File: src/rtl/btn_pkg.sv
// Shared types, default parameters and helpers for the button conditioner.
package btn_pkg;

  typedef enum logic [1:0] {
    IDLE   = 2'd0,
    HOLD   = 2'd1,
    REPEAT = 2'd2
  } rpt_state_e;

  localparam int N_BTN_DEF    = 5;
  localparam int DEBOUNCE_DEF = 500000;
  localparam int HOLD_DEF     = 50000000;
  localparam int REPEAT_DEF   = 10000000;

  function automatic int cnt_w(input int max_v);
    return (max_v < 2) ? 1 : $clog2(max_v);
  endfunction

endpackage

File: src/rtl/btn_channel.sv
// One button channel: 2-flop synchroniser, debounce counter,
// auto-repeat FSM and registered press/release/repeat strobes.
module btn_channel
  import btn_pkg::*;
#(
  parameter int DEBOUNCE_CYCLES = DEBOUNCE_DEF,
  parameter int HOLD_CYCLES     = HOLD_DEF,
  parameter int REPEAT_CYCLES   = REPEAT_DEF
) (
  input  logic clk,
  input  logic rst_n,
  input  logic raw_i,
  output logic level_o,
  output logic press_o,
  output logic rel_o,
  output logic rpt_o
);

  localparam int RMAX = (HOLD_CYCLES > REPEAT_CYCLES) ?
                        HOLD_CYCLES : REPEAT_CYCLES;
  localparam int DW = cnt_w(DEBOUNCE_CYCLES);
  localparam int RW = cnt_w(RMAX);

  localparam logic [DW-1:0] D_LAST = DW'(DEBOUNCE_CYCLES - 1);
  localparam logic [RW-1:0] H_LAST = RW'(HOLD_CYCLES - 1);
  localparam logic [RW-1:0] R_LAST = RW'(REPEAT_CYCLES - 1);

  logic          sync1_q, sync1_d;
  logic          sync2_q, sync2_d;
  logic          level_q, level_d;
  logic [DW-1:0] dcnt_q, dcnt_d;
  logic [RW-1:0] rcnt_q, rcnt_d;
  rpt_state_e    state_q, state_d;
  logic          press_q, press_d;
  logic          rel_q, rel_d;
  logic          rpt_q, rpt_d;
  logic          rise, fall;

  always_comb begin
    sync1_d = raw_i;
    sync2_d = sync1_q;
    level_d = level_q;
    dcnt_d  = dcnt_q;
    rise    = 1'b0;
    fall    = 1'b0;
    if (sync2_q == level_q) begin
      dcnt_d = '0;
    end else if (dcnt_q == D_LAST) begin
      level_d = ~level_q;
      dcnt_d  = '0;
      rise    = ~level_q;
      fall    = level_q;
    end else begin
      dcnt_d = dcnt_q + DW'(1);
    end
  end

  // A release flip always beats a repeat terminal count.
  always_comb begin
    state_d = state_q;
    rcnt_d  = rcnt_q;
    rpt_d   = 1'b0;
    unique case (state_q)
      IDLE: begin
        if (rise) begin
          state_d = HOLD;
          rcnt_d  = '0;
        end
      end
      HOLD: begin
        if (fall) begin
          state_d = IDLE;
          rcnt_d  = '0;
        end else if (rcnt_q == H_LAST) begin
          state_d = REPEAT;
          rcnt_d  = '0;
          rpt_d   = 1'b1;
        end else begin
          rcnt_d = rcnt_q + RW'(1);
        end
      end
      REPEAT: begin
        if (fall) begin
          state_d = IDLE;
          rcnt_d  = '0;
        end else if (rcnt_q == R_LAST) begin
          rcnt_d = '0;
          rpt_d  = 1'b1;
        end else begin
          rcnt_d = rcnt_q + RW'(1);
        end
      end
      default: begin
        state_d = IDLE;
        rcnt_d  = '0;
      end
    endcase
  end

  assign press_d = rise;
  assign rel_d   = fall;

  always_ff @(posedge clk or negedge rst_n) begin
    if (!rst_n) begin
      sync1_q <= 1'b0;
      sync2_q <= 1'b0;
      level_q <= 1'b0;
      dcnt_q  <= '0;
      rcnt_q  <= '0;
      state_q <= IDLE;
      press_q <= 1'b0;
      rel_q   <= 1'b0;
      rpt_q   <= 1'b0;
    end else begin
      sync1_q <= sync1_d;
      sync2_q <= sync2_d;
      level_q <= level_d;
      dcnt_q  <= dcnt_d;
      rcnt_q  <= rcnt_d;
      state_q <= state_d;
      press_q <= press_d;
      rel_q   <= rel_d;
      rpt_q   <= rpt_d;
    end
  end

  assign level_o = level_q;
  assign press_o = press_q;
  assign rel_o   = rel_q;
  assign rpt_o   = rpt_q;

endmodule

File: src/rtl/btn_conditioner.sv
// Array of independent button channels feeding the menu/game FSMs.
module btn_conditioner
  import btn_pkg::*;
#(
  parameter int N_BTN           = N_BTN_DEF,
  parameter int DEBOUNCE_CYCLES = DEBOUNCE_DEF,
  parameter int HOLD_CYCLES     = HOLD_DEF,
  parameter int REPEAT_CYCLES   = REPEAT_DEF
) (
  input  logic             clk,
  input  logic             rst_n,
  input  logic [N_BTN-1:0] btn_raw,
  output logic [N_BTN-1:0] btn_level,
  output logic [N_BTN-1:0] btn_press,
  output logic [N_BTN-1:0] btn_release,
  output logic [N_BTN-1:0] btn_repeat
);

  for (genvar i = 0; i < N_BTN; i++) begin : g_ch
    btn_channel #(
      .DEBOUNCE_CYCLES(DEBOUNCE_CYCLES),
      .HOLD_CYCLES    (HOLD_CYCLES),
      .REPEAT_CYCLES  (REPEAT_CYCLES)
    ) u_ch (
      .clk    (clk),
      .rst_n  (rst_n),
      .raw_i  (btn_raw[i]),
      .level_o(btn_level[i]),
      .press_o(btn_press[i]),
      .rel_o  (btn_release[i]),
      .rpt_o  (btn_repeat[i])
    );
  end

endmodule

File: config.mk
export PLATFORM = sky130hd
export DESIGN_NAME = btn_conditioner
export DESIGN_NICKNAME = d
export VERILOG_FILES = /design/src/rtl/btn_pkg.sv /design/src/rtl/btn_channel.sv /design/src/rtl/btn_conditioner.sv
export SDC_FILE = /design/constraint.sdc
export NUM_CORES = 1
export LEC_CHECK = 0
export ABC_AREA = 1
export ABC_CLOCK_PERIOD_IN_PS = 2050
export CAP_MARGIN = 30
export CORE_MARGIN = 5
export CORE_UTILIZATION = 60
export DETAILED_ROUTE_END_ITERATION = 8
export PLACE_DENSITY = 0.77
export SYNTH_ARGS = -nofsm -noshare
export SYNTH_HDL_FRONTEND = slang
export SYNTH_HIERARCHICAL = 1
export SYNTH_SLANG_ARGS = --single-unit
File: constraint.sdc
create_clock -name clk -period 2.05 [get_ports clk]
set_input_delay 0.41 -clock clk [delete_from_list [all_inputs] [get_ports clk]]
set_output_delay 0.41 -clock clk [all_outputs]
set_load 0.03 [all_outputs]
# --- After elaboration in Yosys (flattened, before gate mapping) ---
# Cells that the tools add are included.
totals:
  register_bits: 265
  input_bits: 7
  output_inout_bits: 20
op_classes:
  add_sub_neg: 10
  eq_ne: 45
  n_mux: 110
  bitwise: 10
  reduce_logical: 15
op_table:
  columns: ["op", "count"]
  rows:
  - ["2-to-1 mux 26 bit", 25]
  - ["one-hot mux 26 bit (3 select lines)", 5]
  - ["2-to-1 mux 19 bit", 10]
  - ["adder 26 x 1 -> 26 bit, second input constant", 5]
  - ["equality test 26 x 24 -> 1 bit, second input constant", 5]
  - ["equality test 26 bit, second input constant", 5]
  - ["adder 19 x 1 -> 19 bit, second input constant", 5]
  - ["equality test 19 bit, second input constant", 5]
  - ["2-to-1 mux 1 bit", 40]
  - ["2-to-1 mux 2 bit", 20]
  - ["one-hot mux 2 bit (3 select lines)", 5]
  - ["!= test 2 x 1 -> 1 bit, second input constant", 10]
  - ["!= test 3 x 1 -> 1 bit, second input constant", 5]
  - ["AND reduction 3 bit", 5]
  - ["equality test 2 x 1 -> 1 bit, second input constant", 5]
  - ["equality test 2 bit, second input constant", 5]
  - ["logical NOT 2 bit", 5]
  - ["inverter 1 bit", 10]
  - ["one-hot mux 1 bit (2 select lines)", 5]
  - ["AND reduction 2 bit", 5]
  - ["equality test 1 bit", 5]

# --- Depth between registers and ports, before layout ---
# Gate-level depths: netlist of the first run.
depth:
  ltp_word: 5
  mapped_depth: 11
  depth_no_buf: 11

# --- Hierarchy ---
# Netlist of the first run, hierarchy kept.
by_module_without_submodules:
  columns: ["module", "instances", "cells_each", "area_per_inst_um2"]
  rows:
  - ["btn_channel at g_ch[2].u_ch ...", 2, 476, 3477.1]
  - ["btn_channel at g_ch[4].u_ch", 1, 492, 3462.1]
  - ["btn_channel at g_ch[0].u_ch", 1, 485, 3455.8]
  - ["btn_channel at g_ch[1].u_ch", 1, 474, 3417.0]

# --- Worst setup path after synthesis of the first run ---
# No wires, ideal clock.
synth_timing:
  kind: "register to register"
  startpoint: "reg g_ch[2].u_ch.dcnt_q[0]"
  endpoint: "reg g_ch[2].u_ch.rcnt_q[12]"
  arrival_time_ps: 1574
  required_time_ps: 1929
  path_slack_ps: 355
  path_stages_with_launch: 11
  path_buffers: 2
  period_less_slack_ps: 1695
  cell_sequence: "dfrtp_1 -> ha_1 -> nand2_2 -> nor2_8 -> nand4_4 -> nand2_4 -> buf_8 -> buf_6 -> nand3_1 -> nand2_1 -> a21oi_2"
synth_between:
  elab_chain_len: 5
synth_rtl:
  columns: ["element", "line_no", "source"]
  rows:
  - ["start: declaration", "btn_channel.sv:31", "logic [DW-1:0] dcnt_q, dcnt_d;"]
  - ["start signal: assignment", "btn_channel.sv:118", "dcnt_q <= dcnt_d;"]
  - ["equality test 19 bit *", "btn_channel.sv:48", "end else if (dcnt_q == D_LAST) begin"]
  - ["2-to-1 mux 1 bit", "btn_channel.sv:48", null]
  - ["2-to-1 mux 1 bit", "btn_channel.sv:46", "if (sync2_q == level_q) begin"]
  - ["2-to-1 mux 26 bit (on tied branches)", "btn_channel.sv:83, btn_channel.sv:71", null]
  - ["one-hot mux 26 bit (3 select lines)", "btn_channel.sv:63", "unique case (state_q)"]
  - ["end signal: assignment", "btn_channel.sv:119", "rcnt_q <= rcnt_d;"]
  - ["end: declaration", "btn_channel.sv:32", "logic [RW-1:0] rcnt_q, rcnt_d;"]
# Mark *: on every way between the ends. The rest lies on a longest branch, timed or not.
# A chain may end at the register's enable or synchronous reset.

# --- Final worst setup path of the first run ---
layout_timing:
  startpoint: "reg g_ch[1].u_ch.level_q"
  endpoint: "out btn_level[1]"
layout_lines:
  columns: ["element", "line_no", "source"]
  rows:
  - ["start: declaration", "btn_channel.sv:30", "logic level_q, level_d;"]
  - ["start signal: assignment", "btn_channel.sv:117", "level_q <= level_d;"]
  - ["end: declaration", "btn_conditioner.sv:13", "output logic [N_BTN-1:0] btn_level,"]
# No word-level cell between the ends.

==> results of run 1 <==
[repair_timing]
| action | 4_1_cts | 5_1_grt |
|---|---|---|
| gates resized for setup | 3 | 12 |
| setup endpoints to repair | 3 | 40 |
| hold buffers | 1 | 0 |
| endpoints found under the hold margin | 26 | 0 |
| cloned | 0 | 0 |
[stage by stage]
step	hold slack, ns	std cells	setup slack, ns
finish	0.306	2855	0.0479
global route	0.285	2855	0.00495
CTS	0.284	2855	0.00475
detailed placement	0.298	2802	0.0753
global placement	0.297	2802	0.179
floorplan	0.114	2403	0.355
[final timing paths]
path / startpoint / cells after the start / to
worst max-delay path: g_ch[1].u_ch/level_o$_DFFE_PN0P_ / 1 / btn_level[1]
worst min-delay path: btn_raw[0] / 1 / g_ch[0].u_ch/sync1_q$_DFF_PN0_
worst max register to register: g_ch[1].u_ch/dcnt_q[0]$_DFF_PN0_ / 9 / g_ch[1].u_ch/rcnt_q[22]$_DFFE_PN0P_
worst min register to register: g_ch[1].u_ch/sync1_q$_DFF_PN0_ / 0 / g_ch[1].u_ch/sync2_q$_DFF_PN0_
max in group asynchronous: rst_n / 3 / g_ch[2].u_ch/rcnt_q[0]$_DFFE_PN0P_
min in group asynchronous: rst_n / 2 / g_ch[0].u_ch/dcnt_q[2]$_DFF_PN0_
[flip-flops by register name, summed over array words and instances, names as in the netlist]
register / flops
g_ch.u_ch/rpt_o: 5
g_ch.u_ch/state_q: 10
g_ch.u_ch/sync1_q: 5
g_ch.u_ch/rel_o: 5
g_ch.u_ch/level_o: 5
g_ch.u_ch/sync2_q: 5
g_ch.u_ch/dcnt_q: 95
g_ch.u_ch/rcnt_q: 130
g_ch.u_ch/press_o: 5
[layout make-up]
class	count	area, um^2	share of cell area
clock buffer	42	865	0.0454
clock inverter	10	131	0.00690
inverter	302	1140	0.0598
multi-input combinational	1799	9200	0.483
sequential	265	6630	0.348
tap	384	480	0.0252
timing repair buffer	53	587	0.0308
[where the power goes]
group	leakage (nW)	switching (mW)	total, mW	internal, mW
Clock	0.493	2.09	5.37	3.28
Combinational	4.52	0.184	0.253	0.0692
Sequential	3.67	0.0318	5.30	5.27
[layer usage]
layer,up-vias,GRT usage,share of wire
met5,-,0,0
met4,0,0.0518,0.020
met3,66,0.0291,0.045
met2,375,0.407,0.48
met1,7220,0.324,0.45
li1,7810,-,-
[synthesized netlist by cell type (4+ instances only)]
library cell / number
nand2_1: 691
nor2_1: 325
inv_1: 284
dfrtp_1: 265
nand3_1: 234
nor3_1: 76
a21oi_1: 75
nand4_1: 48
o21ai_2: 44
a21oi_2: 32
nor2_2: 30
xor2_1: 28
ha_1: 25
nand2_4: 17
nand3_2: 17
o21ai_0: 17
o21ai_1: 16
buf_6: 15
nand3b_1: 15
nand2_2: 14
inv_2: 13
xnor2_1: 13
buf_2: 12
nor3_2: 11
nand4_4: 10
nor4_1: 10
nor2_4: 8
or2_2: 7
nor3b_1: 6
a211oi_1: 5
clkinv_2: 4
[kinds of logic after synthesis]
logic type,Yosys count,synth area share
and+or+nand+nor,1528,0.412
buffers and inverters,339,0.0869
DFF,265,0.384
AOI/OAI and AO/OA,205,0.0791
adders and majority gates,25,0.0181
xor gates and xnor gates,41,0.0208
==> run_results.csv, run 1 <==
group,metric,value,unit
yosys,synth_seq_cells,265,
yosys,seq_area_frac_synth,0.384,
yosys,yosys_warnings,6,
sta,max_freq,499,MHz
floorplanning,die_h,180,um
floorplanning,core,28500,um^2
route,drt_iter0_drc,939,
critical_path,start_kind,"register",
sta,finalCritPeriodShare,0.977,
critical_path,cp-end-kind,"primary output",
layout,final_common_cell,"nand2_1",
critical_path,worstPathCellList,"clkdlybuf4s50_1",
placed_design,placement.io_buffers,26,
layout,postLayoutCellArea,19000,um^2
route,wl_per_cell,13.4,um
floorplanning,num_rows,62,
sta,drv_slew,0,
route,remaining_drc_errors,0,
sta,setup_viol,0,
power,power.density,574,nW/um^2
critical_path,critPathBufInv,1,
clock_network,cts_buffers,29,
min_path,hp-class,"input port to register",
yosys,synth_nets,2435,
layout,final_util,0.667,
sta,setup_tns,0,ns
global_route,antenna_found_initial,0,
sta,rsz0062_at_grt,"no",
global_route,grt_usage,0.236,
layout,drive_above_1_share,0.119,
critical_path,slowest_delay,0.68,ns
clock_network,clk_pin_slew,0.06,ns
floorplanning,ios,27,
clock_network,cts-root-buf,"clkbuf_16",
power,power,10.9,mW
yosys,synth_edf_count,0,
clock_network,clockBufferDepth,3,
route,routed_via_density,5.42,
clock_network,clock_sinks,265,
yosys,synthCells,2403,
critical_path,cp.required,1.64,ns
layout,layout_common_cells,"nand2_1 (691), nor2_1 (324), inv_1 (284)",
clock_network,cts_tree,"done",
global_route,grt_first_pass_wirelength,67900,um
clock_network,clkLatencyLatePin,0.55,ns
global_route,grt_start_max_net_pins,64,
layout,fin_nets,2482,
route,first_pass_iters,6,
layout,synthToLayoutAreaGrowth,10.1,%
global_route,grt-ovfl-total,0,
global_route,grt_pass1_vias,14808,
critical_path,crit_type,"register to primary output",
placed_design,dp_hpwl,28500,um
yosys,synthTopCellsByArea,"dfrtp_1 (38%), nand2_1 (15%), nor2_1 (7.1%), nand3_1 (6.8%), inv_1 (6.2%)",
yosys,synth.top_cell.area_share,0.384,
yosys,ys.flop_type,"dfrtp_1",
yosys,synthArstFlopShare,1.00,
critical_path,crit_slowest_cell,"clkdlybuf4s50_1",
sta,hold_viol_final,0,
critical_path,cp_max_fo,3,
power,peakVddDrop,0.000723,V
power,leakage,8.68,nW
layout,nFillCells,2509,
route,routed_wl,38300,um
floorplanning,initial_core_util,0.606,
sta,worst_pin_slew,0.620,ns
placed_design,dpl_cell_area,18000,um^2
sta,min_period,2.00,ns
critical_path,critPathTopFamily,"buffers and inverters",
yosys,synth_area,17300,um^2
layout,antenna_cells,0,
clock_network,cts_setup_buffers,0,
route,vias,15471,
clock_network,htreeDepth,1,
sta,finClkSkew,0.0146,ns
floorplanning,die_width,180,um
run,maxCapViolations,0,
yosys,synth.avg_cell_area,7.19,um^2
sta,max_slew_margin,0.585,
critical_path,reg2reg_slack,0.17,ns
placed_design,place_congestion,0.959,
route,ant_nets,0,
outcome,status,"complete, no violations",
floorplanning,die_area,32300,um^2
yosys,synthDistinctLibCells,48,
critical_path,cp.arrival,1.59,ns
yosys,synth_top_cell_by_area,"dfrtp_1",
Power figures use the tool's default switching activity.
==> run 2, diff against run 1 <==
- SKIP_CTS_REPAIR_TIMING: not set -> 1
- SLEW_MARGIN: not set -> 20
==> run_results.csv, run 2 (same netlist as run 1, synthesis figures left out) <==
group,metric,value,unit
outcome,status,"complete, no violations",
global_route,grt_pass1_vias,14805,
power,power.density,573,nW/um^2
run,maxCapViolations,0,
layout,reg_top3,"g_ch.u_ch/rcnt_q (130), g_ch.u_ch/dcnt_q (95), g_ch.u_ch/state_q (10)",
floorplanning,die_width,180,um
route,routed_wl,38300,um
layout,antenna_cells,0,
layout,layout_common_cells,"nand2_1 (691), nor2_1 (324), inv_1 (284)",
sta,drv_slew,0,
clock_network,clk_pin_slew,0.06,ns
layout,synthToLayoutAreaGrowth,10.1,%
sta,worst_pin_slew,0.622,ns
global_route,grt_start_max_net_pins,64,
floorplanning,num_rows,62,
layout,drive_above_1_share,0.119,
clock_network,clockBufferDepth,3,
floorplanning,initial_core_util,0.606,
route,first_pass_iters,7,
route,remaining_drc_errors,0,
placed_design,placement.io_buffers,26,
placed_design,place_congestion,0.959,
power,leakage,8.71,nW
layout,nFillCells,2506,
route,vias,15466,
route,wl_per_cell,13.4,um
sta,max_slew_margin,0.584,
critical_path,crit_slowest_cell,"clkdlybuf4s50_1",
clock_network,cts-root-buf,"clkbuf_16",
clock_network,cts_buffers,29,
layout,regMostFlops,"g_ch.u_ch/rcnt_q",
min_path,hp-class,"input port to register",
critical_path,critical_path_depth,1,
placed_design,dp_hpwl,28500,um
critical_path,start_kind,"register",
global_route,antenna_found_initial,0,
sta,finClkSkew,0.0167,ns
critical_path,cp.required,1.64,ns
global_route,grt_first_pass_wirelength,67800,um
floorplanning,die_h,180,um
route,ant_nets,0,
critical_path,critPathBufInv,1,
clock_network,cts_tree,"done",
critical_path,critPathTopFamily,"buffers and inverters",
floorplanning,die_area,32300,um^2
clock_network,htreeDepth,1,
critical_path,cp.arrival,1.59,ns
critical_path,slowest_delay,0.68,ns
floorplanning,core,28500,um^2
layout,final_common_cell,"nand2_1",
layout,largest_reg_flops,130,
power,peakVddDrop,0.000722,V
critical_path,worstPathCellList,"clkdlybuf4s50_1",
route,drt_iter0_drc,963,
global_route,grt_usage,0.236,
floorplanning,ios,27,
sta,min_period,2.00,ns
power,power,10.9,mW
critical_path,ff2ff_path_depth,9,
sta,finalCritPeriodShare,0.977,
min_path,hold-path-cell-count,1,
clock_network,clkLatencyLatePin,0.55,ns
sta,setup_viol,0,
sta,max_freq,499,MHz
critical_path,cp_max_fo,3,
critical_path,cp-end-kind,"primary output",
sta,setup_tns,0,ns
sta,rsz0062_at_grt,"yes",
sta,hold_viol_final,0,
clock_network,clock_sinks,265,
critical_path,crit_type,"register to primary output",
global_route,grt-ovfl-total,0,
layout,fin_nets,2482,
route,routed_via_density,5.42,
==> run 2: changes by cell type in the layout (fill, tap and decap cells not counted) <==
| cell | previous run | this run |
|---|---|---|
| ha_2 | 1 | 0 |
| ha_1 | 24 | 25 |
| dlymetal6s2s_1 | 3 | 6 |
| dlygate4sd2_1 | 3 | 0 |
| nor3_4 | 3 | 2 |
| nor3_2 | 10 | 11 |
==> run 2: area by class of cell <==
cell class	count	area, um^2	area share
clock buffers	42	865	0.0454
clock inverters	10	131	0.00690
inverters	302	1140	0.0598
multi-input cells	1799	9190	0.483
flip-flops and latches	265	6630	0.348
well taps	384	480	0.0252
repair buffers	53	598	0.0314
==> run 2: worst register-to-register path, stage by stage (launching register included) <==
cell	delay [ns]
dfrtp_1	0.36
ha_1	0.26
nand4_1	0.18
inv_2	0.14
nand4_2	0.19
nand3_2	0.13
nand2_2	0.19
buf_4	0.21
nand2_1	0.06
o21ai_1	0.06
==> run 2: report_power, final <==
part           internal (mW)  switching, mW
sequential              5.27         0.0316
clock                   3.28           2.08
combinational         0.0688          0.184
==> run 2: worst paths after layout <==
kind / from / slack, ns / end
min in group asynchronous: rst_n / 0.32 / g_ch[0].u_ch/dcnt_q[2]$_DFF_PN0_
max in group asynchronous: rst_n / 1.08 / g_ch[2].u_ch/rcnt_q[0]$_DFFE_PN0P_
hold reg to reg: g_ch[1].u_ch/sync1_q$_DFF_PN0_ / 0.34 / g_ch[1].u_ch/sync2_q$_DFF_PN0_
setup / recovery: g_ch[1].u_ch/level_o$_DFFE_PN0P_ / 0.05 / btn_level[1]
setup reg to reg: g_ch[4].u_ch/dcnt_q[0]$_DFF_PN0_ / 0.15 / g_ch[4].u_ch/rcnt_q[18]$_DFFE_PN0P_
hold / removal: btn_raw[0] / 0.31 / g_ch[0].u_ch/sync1_q$_DFF_PN0_
==> run 2: metrics by stage <==
step | setup slack, ns | std cells | area (um^2) | hold slack, ns | utilization
floorplan | 0.355 | 2403 | 17300 | 0.114 | -
global placement | 0.179 | 2802 | 18000 | 0.297 | 0.630
detailed placement | 0.0753 | 2802 | 18000 | 0.298 | 0.630
CTS | -0.0442 | 2854 | 19000 | -0.286 | 0.665
global route | -0.00184 | 2855 | 19000 | 0.285 | 0.667
finish | 0.0476 | 2855 | 19000 | 0.305 | 0.667
==> run 2: layer usage <==
metal,track usage,routed length (um),part of all wire,up-vias
met5,0,0,0,-
met4,0.0518,765,0.020,0
met3,0.0289,1580,0.041,68
met2,0.407,18500,0.48,364
met1,0.324,17500,0.46,7229
li1,-,-,-,7805
